File: config.mk
export PLATFORM = sky130hd
export DESIGN_NAME = envelope_adsr
export DESIGN_NICKNAME = d
export VERILOG_FILES = /design/src/rtl/envelope_adsr.sv
export SDC_FILE = /design/constraint.sdc
export NUM_CORES = 1
export LEC_CHECK = 0
export ABC_AREA = 1
export CAP_MARGIN = 20
export CORE_UTILIZATION = 55
export CTS_BUF_LIST = sky130_fd_sc_hd__clkbuf_4 sky130_fd_sc_hd__clkbuf_8
export CTS_CLUSTER_SIZE = 24
export DETAILED_ROUTE_END_ITERATION = 7
export MAX_ROUTING_LAYER = met4
export PLACE_DENSITY = 0.74
export SETUP_SLACK_MARGIN = 0.1
export SYNTH_ARGS = -nofsm -noshare
export SYNTH_HDL_FRONTEND = slang
export SYNTH_SLANG_ARGS = --single-unit
File: constraint.sdc
create_clock -name clk -period 7 [get_ports clk]
set_input_delay 1.4 -clock clk [delete_from_list [all_inputs] [get_ports clk]]
set_output_delay 1.4 -clock clk [all_outputs]
set_load 0.02 [all_outputs]
File: src/rtl/envelope_adsr.sv
// envelope_adsr: per-voice ADSR amplitude envelope.
// Scales the 16-bit oscillator sample by an 8-bit envelope level that walks
// through attack, decay, sustain and release, stepping once per prescaled tick.
// Optional build macro: ENVELOPE_RETRIGGER_RESET_EN
//   defined   -> a key press from DECAY/SUSTAIN/RELEASE restarts attack from 0
//   undefined -> a key press restarts attack from the current level
module envelope_adsr #(
    parameter int unsigned TICK_DIV = 256
) (
    input  logic        clk,
    input  logic        rst,
    input  logic        gate,
    input  logic [7:0]  attack_rate,
    input  logic [7:0]  decay_rate,
    input  logic [7:0]  sustain_level,
    input  logic [7:0]  release_rate,
    input  logic [15:0] sample_in,
    output logic [15:0] sample_out,
    output logic [7:0]  env_out,
    output logic [2:0]  phase,
    output logic        active
);

    typedef enum logic [2:0] {
        PH_IDLE    = 3'd0,
        PH_ATTACK  = 3'd1,
        PH_DECAY   = 3'd2,
        PH_SUSTAIN = 3'd3,
        PH_RELEASE = 3'd4
    } phase_e;

    // Last prescaler count; 16 bits covers the full legal TICK_DIV range.
    localparam logic [15:0] TICK_LAST = 16'(TICK_DIV - 1);

    // Add with saturation at full scale; the sum is formed 17 bits wide.
    function automatic logic [15:0] sat_add(input logic [15:0] a, input logic [8:0] s);
        logic [16:0] sum;
        sum = {1'b0, a} + {8'h00, s};
        if (sum[16]) begin
            sat_add = 16'hFFFF;
        end else begin
            sat_add = sum[15:0];
        end
    endfunction

    // Subtract with a floor; a borrow or a result at/below the floor yields the floor.
    function automatic logic [15:0] sub_floor(input logic [15:0] a, input logic [8:0] s,
                                              input logic [15:0] floor_v);
        logic [16:0] diff;
        diff = {1'b0, a} - {8'h00, s};
        if (diff[16] || (diff[15:0] <= floor_v)) begin
            sub_floor = floor_v;
        end else begin
            sub_floor = diff[15:0];
        end
    endfunction

    phase_e      phase_q, phase_d;
    logic [15:0] acc_q, acc_d;
    logic        gate_q;
    logic [15:0] cnt_q, cnt_d;
    logic [15:0] sample_q;

    logic        tick_s;
    logic        rise_s;
    logic        fall_s;
    logic [8:0]  att_step_s;
    logic [8:0]  dec_step_s;
    logic [8:0]  rel_step_s;
    logic [15:0] target_s;
    logic [15:0] att_acc_s;
    logic [15:0] dec_acc_s;
    logic [15:0] rel_acc_s;
    logic [23:0] prod_s;

    assign tick_s     = (cnt_q == TICK_LAST);
    assign rise_s     = gate & ~gate_q;
    assign fall_s     = ~gate & gate_q;
    assign att_step_s = {1'b0, attack_rate} + 9'd1;
    assign dec_step_s = {1'b0, decay_rate} + 9'd1;
    assign rel_step_s = {1'b0, release_rate} + 9'd1;
    assign target_s   = {sustain_level, 8'h00};
    assign att_acc_s  = sat_add(acc_q, att_step_s);
    assign dec_acc_s  = sub_floor(acc_q, dec_step_s, target_s);
    assign rel_acc_s  = sub_floor(acc_q, rel_step_s, 16'h0000);
    assign prod_s     = {8'h00, sample_in} * {16'h0000, env_out};

    // Free-running tick prescaler: wraps to 0 after TICK_LAST.
    always_comb begin
        cnt_d = cnt_q + 16'd1;
        if (tick_s) begin
            cnt_d = 16'h0000;
        end else begin
            cnt_d = cnt_q + 16'd1;
        end
    end

    // Envelope FSM: gate edges take priority over the tick step.
    always_comb begin
        phase_d = phase_q;
        acc_d   = acc_q;
        if (rise_s) begin
            phase_d = PH_ATTACK;
`ifdef ENVELOPE_RETRIGGER_RESET_EN
            if ((phase_q == PH_DECAY) || (phase_q == PH_SUSTAIN) || (phase_q == PH_RELEASE)) begin
                acc_d = 16'h0000;
            end else begin
                acc_d = acc_q;
            end
`else
            acc_d = acc_q;
`endif
        end else if (fall_s && ((phase_q == PH_ATTACK) || (phase_q == PH_DECAY) ||
                                (phase_q == PH_SUSTAIN))) begin
            phase_d = PH_RELEASE;
        end else if (tick_s) begin
            case (phase_q)
                PH_ATTACK: begin
                    acc_d = att_acc_s;
                    if (att_acc_s == 16'hFFFF) begin
                        phase_d = PH_DECAY;
                    end else begin
                        phase_d = PH_ATTACK;
                    end
                end
                PH_DECAY: begin
                    acc_d = dec_acc_s;
                    if (dec_acc_s == target_s) begin
                        phase_d = PH_SUSTAIN;
                    end else begin
                        phase_d = PH_DECAY;
                    end
                end
                PH_SUSTAIN: begin
                    acc_d = acc_q;
                end
                PH_RELEASE: begin
                    acc_d = rel_acc_s;
                    if (rel_acc_s == 16'h0000) begin
                        phase_d = PH_IDLE;
                    end else begin
                        phase_d = PH_RELEASE;
                    end
                end
                PH_IDLE: begin
                    acc_d = 16'h0000;
                end
                default: begin
                    phase_d = PH_IDLE;
                    acc_d   = 16'h0000;
                end
            endcase
        end else begin
            phase_d = phase_q;
            acc_d   = acc_q;
        end
    end

    // State, prescaler, gate history and scaled sample registers.
    always_ff @(posedge clk or posedge rst) begin
        if (rst) begin
            phase_q  <= PH_IDLE;
            acc_q    <= 16'h0000;
            gate_q   <= 1'b0;
            cnt_q    <= 16'h0000;
            sample_q <= 16'h0000;
        end else begin
            phase_q  <= phase_d;
            acc_q    <= acc_d;
            gate_q   <= gate;
            cnt_q    <= cnt_d;
            sample_q <= prod_s[23:8];
        end
    end

    assign sample_out = sample_q;
    assign env_out    = acc_q[15:8];
    assign phase      = phase_q;
    assign active     = (phase_q != PH_IDLE);

endmodule

==> results_tabular.tex, run 1 <==
\begin{tabular}{lr}
\hline
Metric & Value \\
\hline
\multicolumn{2}{l}{\textbf{Global routing}} \\
Layer with the highest usage & met2 \\
Antenna violations before repair & 0 \\
Met3 routing resource usage after global routing & under 10\% \\
Global-route congestion overflow total & 0 \\
Pin count of the biggest net entering global routing & 53 \\
GR Util met2 & a little under 50\% \\
Global-route usage over all layers & a little under a third \\
Vias in the first global route & around 8.3k \\
First-pass GRT wire length & roughly 38000 um \\
Met1 Track Usage GR & between 30\% and 40\% \\
\multicolumn{2}{l}{\textbf{Placement}} \\
Final Wtd Congestion & 0.981 \\
Total cell area at the placement stage & $\sim$9700 um\^{}2 \\
Post-Place Setup Slack & approximately 0.79 ns \\
HPWL after DPL & 17600 um \\
Number of port buffers & $\sim$80 \\
Cell count after placement & around 1.6k \\
\multicolumn{2}{l}{\textbf{Clocking}} \\
Clock latency at the later pin of the worst-skew pair & approximately 0.34 ns \\
Clock root cell & clkbuf\_8 \\
Clock-pin slew on the worst setup and hold paths & about 0.12 ns \\
Gates resized, CTS repair & 0 \\
Clock tree from TritonCTS & done \\
Number of buffers added to fix hold violations after cts & 0 \\
\# Post-CTS Setup Buffers & 0 \\
Count of clock tree sinks & between 50 and 60 \\
Number of buffers created by CTS & 5 \\
Maximum count of clock buffers along a single path & 2 \\
\# H-tree levels & 2 \\
\multicolumn{2}{l}{\textbf{Yosys}} \\
Most numerous cell in the Yosys netlist & nand2\_1 \\
Count of cell types in the netlist & 47 \\
Syn Nets & around 1.5k \\
Cell type with the largest total area after synthesis & fa\_1 \\
Count of yosys warnings during synthesis & 0 \\
Area share of the largest cell type after synthesis & $\sim$19\% \\
Proportion of register bits with asynchronous set or reset after synthesis & 100\% \\
Cell area after synthesis & about 8900 um\^{}2 \\
Post-Synthesis Cells & between 1k and 1.5k \\
Most area-consuming cells after synthesis & fa\_1 (19\%), nand2\_1 (17\%), dfrtp\_1 (15\%), inv\_1 (12\%), ha\_1 (10\%) \\
Synthesis-stage register bit count & 52 \\
Most frequently used flop master after synthesis & dfrtp\_1 \\
Avg Synthesized Cell Area & roughly 6.8 um\^{}2 \\
Number of enable flip-flop cells after synthesis & 0 \\
Commonest cells in the netlist & nand2\_1 (399), inv\_1 (296), fa\_1 (86), ha\_1 (74), nor2\_1 (72) \\
Proportion of synthesized chip area in sequential cells & between 10\% and 20\% \\
\multicolumn{2}{l}{\textbf{Drt}} \\
DR vias/cell & 5.25 \\
Detailed Route WL & roughly 22000 um \\
DR WL/cell & between 10 and 15 um \\
Overall via count from detail\_route & 8257 \\
Length of the first detailed-routing pass in iterations & 6 \\
Violation count after the first detailed-route iteration & around 510 \\
Antenna-violating nets left & 0 \\
DRC errors left & 0 \\
\multicolumn{2}{l}{\textbf{Cells and area}} \\
Filler Cells Inserted & approximately 1.5k \\
Final Core Density & 62.0\% \\
Storage element area & about 1300 um\^{}2 \\
Area taken by multi-input logic gates & $\sim$6200 um\^{}2 \\
Final Cell Area & around 10000 um\^{}2 \\
Synth-to-layout area growth & 10.1\% \\
Antenna cell count & 0 \\
Final std cells w/o fill & between 1.5k and 2k \\
Share of post-route cells with drive strength above 1 & under 10\% \\
Total Nets Final & 1566 \\
\multicolumn{2}{l}{\textbf{Floorplan}} \\
Site Rows & 46 \\
Core area & about 16000 um\^{}2 \\
Die Area & roughly 17000 um\^{}2 \\
Initial cell density of the core & between 50\% and 60\% \\
Die boundary height & 129 um \\
Die width & 129 um \\
Number of primary I/O pins & between 70 and 80 \\
\multicolumn{2}{l}{\textbf{Setup path}} \\
Critical path required time & between 7 and 8 ns \\
Register-to-register setup slack & about 1.8 ns \\
Critical-path top delay cell & clkdlybuf4s50\_1 \\
Largest driver fanout on the critical path & 8 \\
Critical path, cell by cell & clkdlybuf4s50\_1, nand2\_1, inv\_1, fa\_1, inv\_1, fa\_1, fa\_1, fa\_1, inv\_1, ha\_1, nand2\_1, inv\_1, a21oi\_1, o221ai\_1, a21oi\_1, nor3\_1, nor2\_1, o21ai\_0, xor2\_1 \\
Worst stage delay on the critical path & around 0.6 ns \\
Capturing element type of the critical path & flop \\
Critical setup path kind & input port to flop \\
Nature of the critical path startpoint & input port \\
Signal arrival time at the worst endpoint & just over 6 ns \\
\multicolumn{2}{l}{\textbf{STA}} \\
Final Cycle Share & 84.2\% \\
Normalized max-slew margin & between 20 and 30\% \\
Worst-case hold slack & 0.470 ns \\
Maximum frequency from static timing analysis & between 0.15 and 0.2 GHz \\
Aggregate negative setup slack & 0 ns \\
Clock tree skew after final layout & approximately 0.0094 ns \\
Final-report setup violation count & 0 \\
Number of hold-slack violations in the final timing report & 0 \\
Setup repair after global routing missed its margin & false \\
Actual slew at the worst max-slew pin & $\sim$1.1 ns \\
Shortest period the worst path allows & slightly below 6 ns \\
Final count of pins violating max slew & 0 \\
Post-layout worst setup margin & 1.10 ns \\
\multicolumn{2}{l}{\textbf{Status}} \\
Outcome & finished clean \\
\multicolumn{2}{l}{\textbf{Pwr}} \\
Overall power after layout & $\sim$1.5 mW \\
Cell Pwr Density & $\sim$150 nW/um\^{}2 \\
Max VDD drop & between 0.00015 and 0.0002 V \\
Total leakage power & around 5.8 nW \\
\multicolumn{2}{l}{\textbf{Run}} \\
Maxcap violations & 0 \\
\multicolumn{2}{l}{\textbf{Hold path}} \\
Hold/Removal Path Class & flop to flop \\
\hline
\end{tabular}
report_power, final:
part / total (mW) / switching, mW / leakage, nW / internal, mW
sequential: 0.383 / 0.0325 / 0.662 / 0.351
clock: 0.198 / 0.125 / 0.0423 / 0.0732
combinational: 0.903 / 0.535 / 5.10 / 0.368
cell usage in the layout, fill, tap and decap left out, types with 6 or more instances in the layout:
cell type	synthesis	final
nor2_1	72	72
nor3_1	12	12
o21bai_1	6	6
nand4_1	37	37
nand3_1	60	60
xor2_1	34	34
a21oi_1	41	41
o21ai_0	24	24
inv_1	296	295
clkdlybuf4s50_1	0	78
ha_1	74	74
dfrtp_1	52	52
a32o_1	7	7
xnor2_1	9	9
fa_1	86	86
nand2_1	399	399
per-layer routing:
layer / vias up / wire length [um]
li1: 4085 / -
met1: 3831 / 9640
met2: 295 / 10300
met3: 46 / 1570
met4: 0 / 703
met5: - / 0
final timing paths:
path	cells after the start	start	endpoint
max	19	sample_in[4]	sample_out[15]
min	1	cnt_q[0]	cnt_q[0]
max reg2reg	19	acc_q[12]	sample_out[12]
min reg2reg	1	cnt_q[0]	cnt_q[0]
max in group asynchronous	3	rst	sample_out[7]
min in group asynchronous	3	rst	sample_out[0]
cell type report:
cell class	instances	share of cell area [%]
flip-flops and latches	52	13.2
repair buffers	83	8.31
well taps	216	2.75
inverters	301	11.5
clock buffers	5	0.699
clock inverters	3	0.267
multi-input cells	912	63.3
critical path: cells and delay by family:
family          cells  cell delay, ns
buf+inv             5            0.82
xor+xnor            1            0.15
fa+ha+maj           5            2.41
compound gates      4            0.81
simple gates        4            0.53
cell families (layout without fill, tap and decap cells):
| kind of cell | count (synthesis) | in the layout | share of synthesized area [%] |
|---|---|---|---|
| AOI/OAI and AO/OA | 108 | 108 | 7.64 |
| xor gates and xnor gates | 43 | 43 | 4.21 |
| adders and majority gates | 160 | 160 | 29.6 |
| buffers and inverters | 353 | 392 | 15.8 |
| DFF | 52 | 52 | 14.6 |
| and+or+nand+nor | 601 | 601 | 28.2 |
registers in the layout, indices dropped and copies added (netlist names):
name and count:
sample_out 16, acc_q 16, gate_q 1, cnt_q 16
phase 3
(Power assumes the default switching activity.)
==> inputs of run 2 (changes only) <==
- clock period: 7 -> 6.1 ns (I/O delays scaled with it)
==> run 2 against run 1 <==
Sequential power increased by 14%. Total power is 16% higher. Critical path depth up 1. Clock-buffer cell count is the same. First-iteration DRC count is 0.59% higher. Sequential share of layout area shrank 0.080 points. Routed wire length grew 2.3%. Combinational power grew 16%. Sequential cell count stayed put. Via count hardly changed. Critical path type unchanged. Largest power group unchanged.
==> results_tabular.tex, run 2 (synthesized netlist as in run 1, its figures left out) <==
\begin{tabular}{lr}
\hline
Metric & Value \\
\hline
\multicolumn{2}{l}{\textbf{STA}} \\
Final Cycle Share & approximately 92\% \\
Actual slew at the worst max-slew pin & 0.915 ns \\
Final-report setup violation count & 0 \\
Final count of pins violating max slew & 0 \\
Shortest period the worst path allows & 5.63 ns \\
Aggregate negative setup slack & 0 ns \\
Normalized max-slew margin & 38.8\% \\
Post-layout worst setup margin & roughly 0.47 ns \\
Clock tree skew after final layout & $\sim$0.015 ns \\
Maximum frequency from static timing analysis & 0.177 GHz \\
Number of hold-slack violations in the final timing report & 0 \\
Setup repair after global routing missed its margin & false \\
\multicolumn{2}{l}{\textbf{Floorplan}} \\
Die Area & 16800 um\^{}2 \\
Site Rows & 46 \\
Die width & roughly 130 um \\
Number of primary I/O pins & 79 \\
Die boundary height & around 130 um \\
Initial cell density of the core & 56.3\% \\
Core area & 15900 um\^{}2 \\
\multicolumn{2}{l}{\textbf{Pwr}} \\
Net switching fraction of the power & 47.1\% \\
Cell Pwr Density & 174 nW/um\^{}2 \\
Cell internal power dissipation & about 910 uW \\
Clock share of power & between 10\% and 20\% \\
Flop pwr share & 25.3\% \\
Power share of the combinational group & between 60\% and 70\% \\
NetSw & 812 uW \\
Max VDD drop & $\sim$0.00016 V \\
Total leakage power & roughly 6 nW \\
\multicolumn{2}{l}{\textbf{Cells and area}} \\
Share of post-route cells with drive strength above 1 & under 10\% \\
Most frequent cells in the layout & nand2\_1 (399), inv\_1 (295), fa\_1 (86) \\
Most common cell after layout, fill and taps aside & nand2\_1 \\
Total Nets Final & 1574 \\
Synth-to-layout area growth & 10.8\% \\
Filler Cells Inserted & around 1.6k \\
Antenna cell count & 0 \\
\multicolumn{2}{l}{\textbf{Drt}} \\
Detailed Route WL & about 23000 um \\
Overall via count from detail\_route & about 8.3k \\
DR vias/cell & approximately 5.2 \\
DRC errors left & 0 \\
Violation count after the first detailed-route iteration & approximately 500 \\
Length of the first detailed-routing pass in iterations & 5 \\
Antenna-violating nets left & 0 \\
DR WL/cell & between 10 and 15 um \\
\multicolumn{2}{l}{\textbf{Placement}} \\
HPWL after DPL & around 18000 um \\
Post-Place Setup Slack & between 0.1 and 0.15 ns \\
Final Wtd Congestion & about 0.93 \\
Number of port buffers & 78 \\
\multicolumn{2}{l}{\textbf{Setup path}} \\
Worst setup path startpoint & sample\_in[5] \\
Reg2Reg Capture Point & sample\_out[14] \\
Signal arrival time at the worst endpoint & between 5 and 6 ns \\
Depth of the most critical reg-to-reg path & 19 \\
Register-to-register setup slack & 1.14 ns \\
Critical-path top delay cell & clkdlybuf4s50\_1 \\
Largest driver fanout on the critical path & 8 \\
Cell repeated most along the worst path & nand2\_1 \\
Source of the worst register-to-register timing path & acc\_q[10] \\
Critical setup path kind & input port to flop \\
Capturing element type of the critical path & flop \\
Worst stage delay on the critical path & approximately 0.70 ns \\
Critical path, cell by cell & clkdlybuf4s50\_1, nand2\_1, fa\_1, fa\_1, inv\_1, fa\_1, fa\_1, ha\_1, nand2\_1, o21ai\_0, o21bai\_2, nand2\_1, nand2\_2, a21oi\_2, o21ai\_4, nand2\_1, nand2\_2, nand2\_1, nand2\_1, xor2\_1 \\
Critical path required time & approximately 6.4 ns \\
Nature of the critical path startpoint & input port \\
\multicolumn{2}{l}{\textbf{Clocking}} \\
Gates resized, CTS repair & 0 \\
Clock-pin slew on the worst setup and hold paths & roughly 0.12 ns \\
\# Post-CTS Setup Buffers & 0 \\
Clock tree from TritonCTS & done \\
Number of buffers created by CTS & 5 \\
\# H-tree levels & 2 \\
Count of clock tree sinks & 52 \\
Clock root cell & clkbuf\_8 \\
Number of buffers added to fix hold violations after cts & 0 \\
Maximum count of clock buffers along a single path & 2 \\
Clock latency at the later pin of the worst-skew pair & roughly 0.35 ns \\
\multicolumn{2}{l}{\textbf{Hold path}} \\
Hold/Removal Path Class & flop to flop \\
Worst hold path cell count & 1 \\
Min-delay src & cnt\_q[0] \\
Capture endpoint of the worst hold path & cnt\_q[0] \\
\multicolumn{2}{l}{\textbf{Global routing}} \\
Antenna violations before repair & 0 \\
Global-route congestion overflow total & 0 \\
Pin count of the biggest net entering global routing & 53 \\
First-pass GRT wire length & 38400 um \\
Global-route usage over all layers & a little under a third \\
Vias in the first global route & $\sim$8.1k \\
\multicolumn{2}{l}{\textbf{Run}} \\
Maxcap violations & 0 \\
\multicolumn{2}{l}{\textbf{Status}} \\
Outcome & finished clean \\
\hline
\end{tabular}
[run 2: cell types whose count changed in the layout (fill, tap and decap cells not counted)]
cell,change
buf_4,+8
[run 2: layer usage]
metal / vias up / wire length, um / global-route usage [%]
met5: - / 0 / -
met4: 0 / 461 / 8.82
met3: 40 / 1580 / 3.63
met2: 285 / 10700 / 50.2
met1: 3835 / 10000 / 38.9
li1: 4096 / - / -
[run 2: how the worst max path moves through the flow]
stage | to
after floorplan | sample_out[12]
after global placement | sample_out[15]
after detailed placement | sample_out[14]
after CTS | sample_out[14]
after global routing | sample_out[14]
final | sample_out[14]
[run 2: final cells by class]
| class | count | area [um^2] | share of cell area (%) |
|---|---|---|---|
| clock inverters | 3 | 26.3 | 0.265 |
| inverters | 301 | 1130 | 11.4 |
| clock buffers | 5 | 68.8 | 0.695 |
| flip-flops and latches | 52 | 1300 | 13.1 |
| repair buffers | 91 | 878 | 8.87 |
| multi-input cells | 912 | 6230 | 62.9 |
| well taps | 216 | 270 | 2.73 |
[run 2: power by group through the flow]
stage / registers [mW] / logic (mW) / clock network, mW
after floorplan: 0.501 / 0.660 / 0
after global placement: 0.442 / 1.04 / 0
after detailed placement: 0.440 / 1.05 / 0
after CTS: 0.436 / 1.06 / 0.242
after global routing: 0.442 / 1.19 / 0.251
final: 0.436 / 1.05 / 0.233
[run 2: critical path: cells and delay by family]
kind | cells | cell delay [ns]
buffers and inverters | 2 | 0.75
AOI/OAI and AO/OA | 4 | 0.74
and+or+nand+nor | 8 | 0.72
xor gates and xnor gates | 1 | 0.16
adders and majority gates | 5 | 2.31
[run 2: through the flow]
stage | std cells | util (%) | area [um^2] | hold slack [ns] | total power, mW
2_1_floorplan | 1317 | - | 8940 | 0.431 | 1.16
3_3_place_gp | 1572 | 61.7 | 9810 | 0.451 | 1.48
3_5_place_dp | 1572 | 61.7 | 9810 | 0.458 | 1.49
4_1_cts | 1580 | 62.3 | 9900 | 0.476 | 1.74
5_1_grt | 1580 | 62.3 | 9900 | 0.511 | 1.88
6_report | 1580 | 62.3 | 9900 | 0.470 | 1.72
==> inputs of run 3 (changes only) <==
- CORE_UTILIZATION: 55 -> 36
- PLACE_DENSITY: 0.74 -> 0.51
- REMOVE_ABC_BUFFERS: unset -> 1
==> run 3 against run 2 <==
Register-to-register slack gained 0.12 ns. Cell area grew 1.5%. Via count shrank 1.6%. Critical endpoint is now sample_out[12]. Largest power group unchanged.
==> results_tabular.tex, run 3 (synthesized netlist as in run 1, its figures left out) <==
\begin{tabular}{lr}
\hline
Metric & Value \\
\hline
\multicolumn{2}{l}{\textbf{Status}} \\
Outcome & finished clean \\
\multicolumn{2}{l}{\textbf{Cells and area}} \\
Antenna cell count & 0 \\
Filler Cells Inserted & $\sim$2.7k \\
Most common cell after layout, fill and taps aside & nand2\_1 \\
Final Cell Area & between 10000 and 15000 um\^{}2 \\
Share of post-route cells with drive strength above 1 & 3.44\% \\
Synth-to-layout area growth & 12.5\% \\
Total Nets Final & $\sim$1.6k \\
Most frequent cells in the layout & nand2\_1 (399), inv\_1 (295), fa\_1 (86) \\
\multicolumn{2}{l}{\textbf{Hold path}} \\
Worst hold path cell count & 1 \\
Min-delay src & cnt\_q[0] \\
Hold/Removal Path Class & flop to flop \\
\multicolumn{2}{l}{\textbf{Setup path}} \\
Largest driver fanout on the critical path & 8 \\
Critical path required time & roughly 6.3 ns \\
Depth of the most critical reg-to-reg path & 19 \\
Signal arrival time at the worst endpoint & about 5.8 ns \\
Critical setup path kind & input port to flop \\
End of the critical path & sample\_out[12] \\
Worst setup path startpoint & sample\_in[2] \\
Reg2Reg Capture Point & sample\_out[12] \\
Source of the worst register-to-register timing path & acc\_q[11] \\
Capturing element type of the critical path & flop \\
Register-to-register setup slack & 1.26 ns \\
Nature of the critical path startpoint & input port \\
\multicolumn{2}{l}{\textbf{STA}} \\
Final-report setup violation count & 0 \\
Maximum frequency from static timing analysis & roughly 0.18 GHz \\
Actual slew at the worst max-slew pin & between 0.9 and 1 ns \\
Final Cycle Share & 91.7\% \\
Clock tree skew after final layout & 0.00869 ns \\
Shortest period the worst path allows & around 5.6 ns \\
Final count of pins violating max slew & 0 \\
Aggregate negative setup slack & 0 ns \\
Setup repair after global routing missed its margin & false \\
Normalized max-slew margin & between 30\% and 40\% \\
Number of hold-slack violations in the final timing report & 0 \\
\multicolumn{2}{l}{\textbf{Pwr}} \\
Power share of the combinational group & between 60\% and 70\% \\
Max VDD drop & roughly 0.00013 V \\
NetSw & a little under 800 uW \\
Clock share of power & 13.3\% \\
Net switching fraction of the power & a little under half \\
Cell Pwr Density & $\sim$170 nW/um\^{}2 \\
Flop pwr share & 25.5\% \\
Cell internal power dissipation & about 910 uW \\
Total leakage power & 5.85 nW \\
\multicolumn{2}{l}{\textbf{Global routing}} \\
Global-route congestion overflow total & 0 \\
Antenna violations before repair & 0 \\
Pin count of the biggest net entering global routing & 53 \\
First-pass GRT wire length & 39800 um \\
Global-route usage over all layers & approximately 20\% \\
Vias in the first global route & around 7.7k \\
\multicolumn{2}{l}{\textbf{Clocking}} \\
Number of buffers created by CTS & 5 \\
\# H-tree levels & 2 \\
Number of buffers added to fix hold violations after cts & 0 \\
Gates resized, CTS repair & 0 \\
Maximum count of clock buffers along a single path & 2 \\
Clock latency at the later pin of the worst-skew pair & roughly 0.33 ns \\
Clock tree from TritonCTS & done \\
Clock-pin slew on the worst setup and hold paths & approximately 0.11 ns \\
Clock root cell & clkbuf\_8 \\
\# Post-CTS Setup Buffers & 0 \\
Count of clock tree sinks & 52 \\
\multicolumn{2}{l}{\textbf{Floorplan}} \\
Core area & between 20000 and 25000 um\^{}2 \\
Die Area & roughly 25000 um\^{}2 \\
Number of primary I/O pins & about 80 \\
Site Rows & 57 \\
Die width & $\sim$160 um \\
Die boundary height & about 160 um \\
Initial cell density of the core & between 30\% and 40\% \\
\multicolumn{2}{l}{\textbf{Drt}} \\
Antenna-violating nets left & 0 \\
DR vias/cell & 4.81 \\
Violation count after the first detailed-route iteration & about 490 \\
Overall via count from detail\_route & between 8k and 9k \\
DRC errors left & 0 \\
Length of the first detailed-routing pass in iterations & 5 \\
DR WL/cell & 14.1 um \\
Detailed Route WL & 23800 um \\
\multicolumn{2}{l}{\textbf{Placement}} \\
HPWL after DPL & about 19000 um \\
Final Wtd Congestion & $\sim$0.88 \\
Total cell area at the placement stage & around 10000 um\^{}2 \\
Number of port buffers & 78 \\
\multicolumn{2}{l}{\textbf{Run}} \\
Maxcap violations & 0 \\
\hline
\end{tabular}
-- run 3: worst min path at each step --
stage               end  slack [ns]
3_5_place_dp   cnt_q[0]        0.45
4_1_cts        cnt_q[0]        0.47
5_1_grt        cnt_q[0]        0.49
2_1_floorplan  cnt_q[0]        0.43
3_3_place_gp   cnt_q[0]        0.45
6_report       cnt_q[0]        0.46
-- run 3: power groups by stage --
stage / Sequential (mW) / Combinational, mW / Clock (mW)
detailed placement: 0.442 / 1.05 / 0
finish: 0.434 / 1.04 / 0.226
floorplan: 0.511 / 0.626 / 0
global route: 0.442 / 1.18 / 0.252
global placement: 0.442 / 1.05 / 0
CTS: 0.435 / 1.05 / 0.239
-- run 3: layer usage --
| metal | track usage [%] | share of wire, % |
|---|---|---|
| met1 | 29.0 | 50 |
| met2 | 30.8 | 45 |
| met3 | 1.64 | 4.4 |
| met4 | 3.02 | 0.71 |
| met5 | - | 0 |
-- run 3: final cells by class --
type | instances | area, um^2 | area share, %
Clock buffer | 5 | 68.8 | 0.685
Clock inverter | 3 | 26.3 | 0.261
Inverter | 301 | 1130 | 11.2
Multi-Input combinational cell | 912 | 6230 | 61.9
Sequential cell | 52 | 1300 | 12.9
Tap cell | 324 | 405 | 4.03
Timing Repair Buffer | 93 | 893 | 8.89
-- run 3: per-stage QoR --
step                      worst slack [ns]  instances  hold slack, ns  util [%]  total power, mW
after floorplan                       1.06       1265           0.431         -             1.14
after global placement               0.182       1682           0.452      40.9             1.49
after detailed placement             0.148       1682           0.451      40.9             1.49
after CTS                            0.507       1690           0.467      41.3             1.73
after global routing                 0.189       1690           0.490      41.3             1.87
final                                0.508       1690           0.463      41.3             1.70
-- run 3: worst max-delay path, cell delays in order --
cell	delay (ns)
clkdlybuf4s50_1	0.67
nand2_1	0.11
fa_1	0.48
fa_1	0.55
inv_1	0.06
fa_1	0.50
fa_1	0.49
ha_1	0.35
a21oi_1	0.14
o21ai_0	0.12
o21bai_2	0.22
nand2_1	0.07
nand2_2	0.08
a21oi_2	0.23
o21ai_4	0.09
nand2_1	0.10
nand2_2	0.07
nand2_1	0.07
nand2_1	0.05
xor2_1	0.14
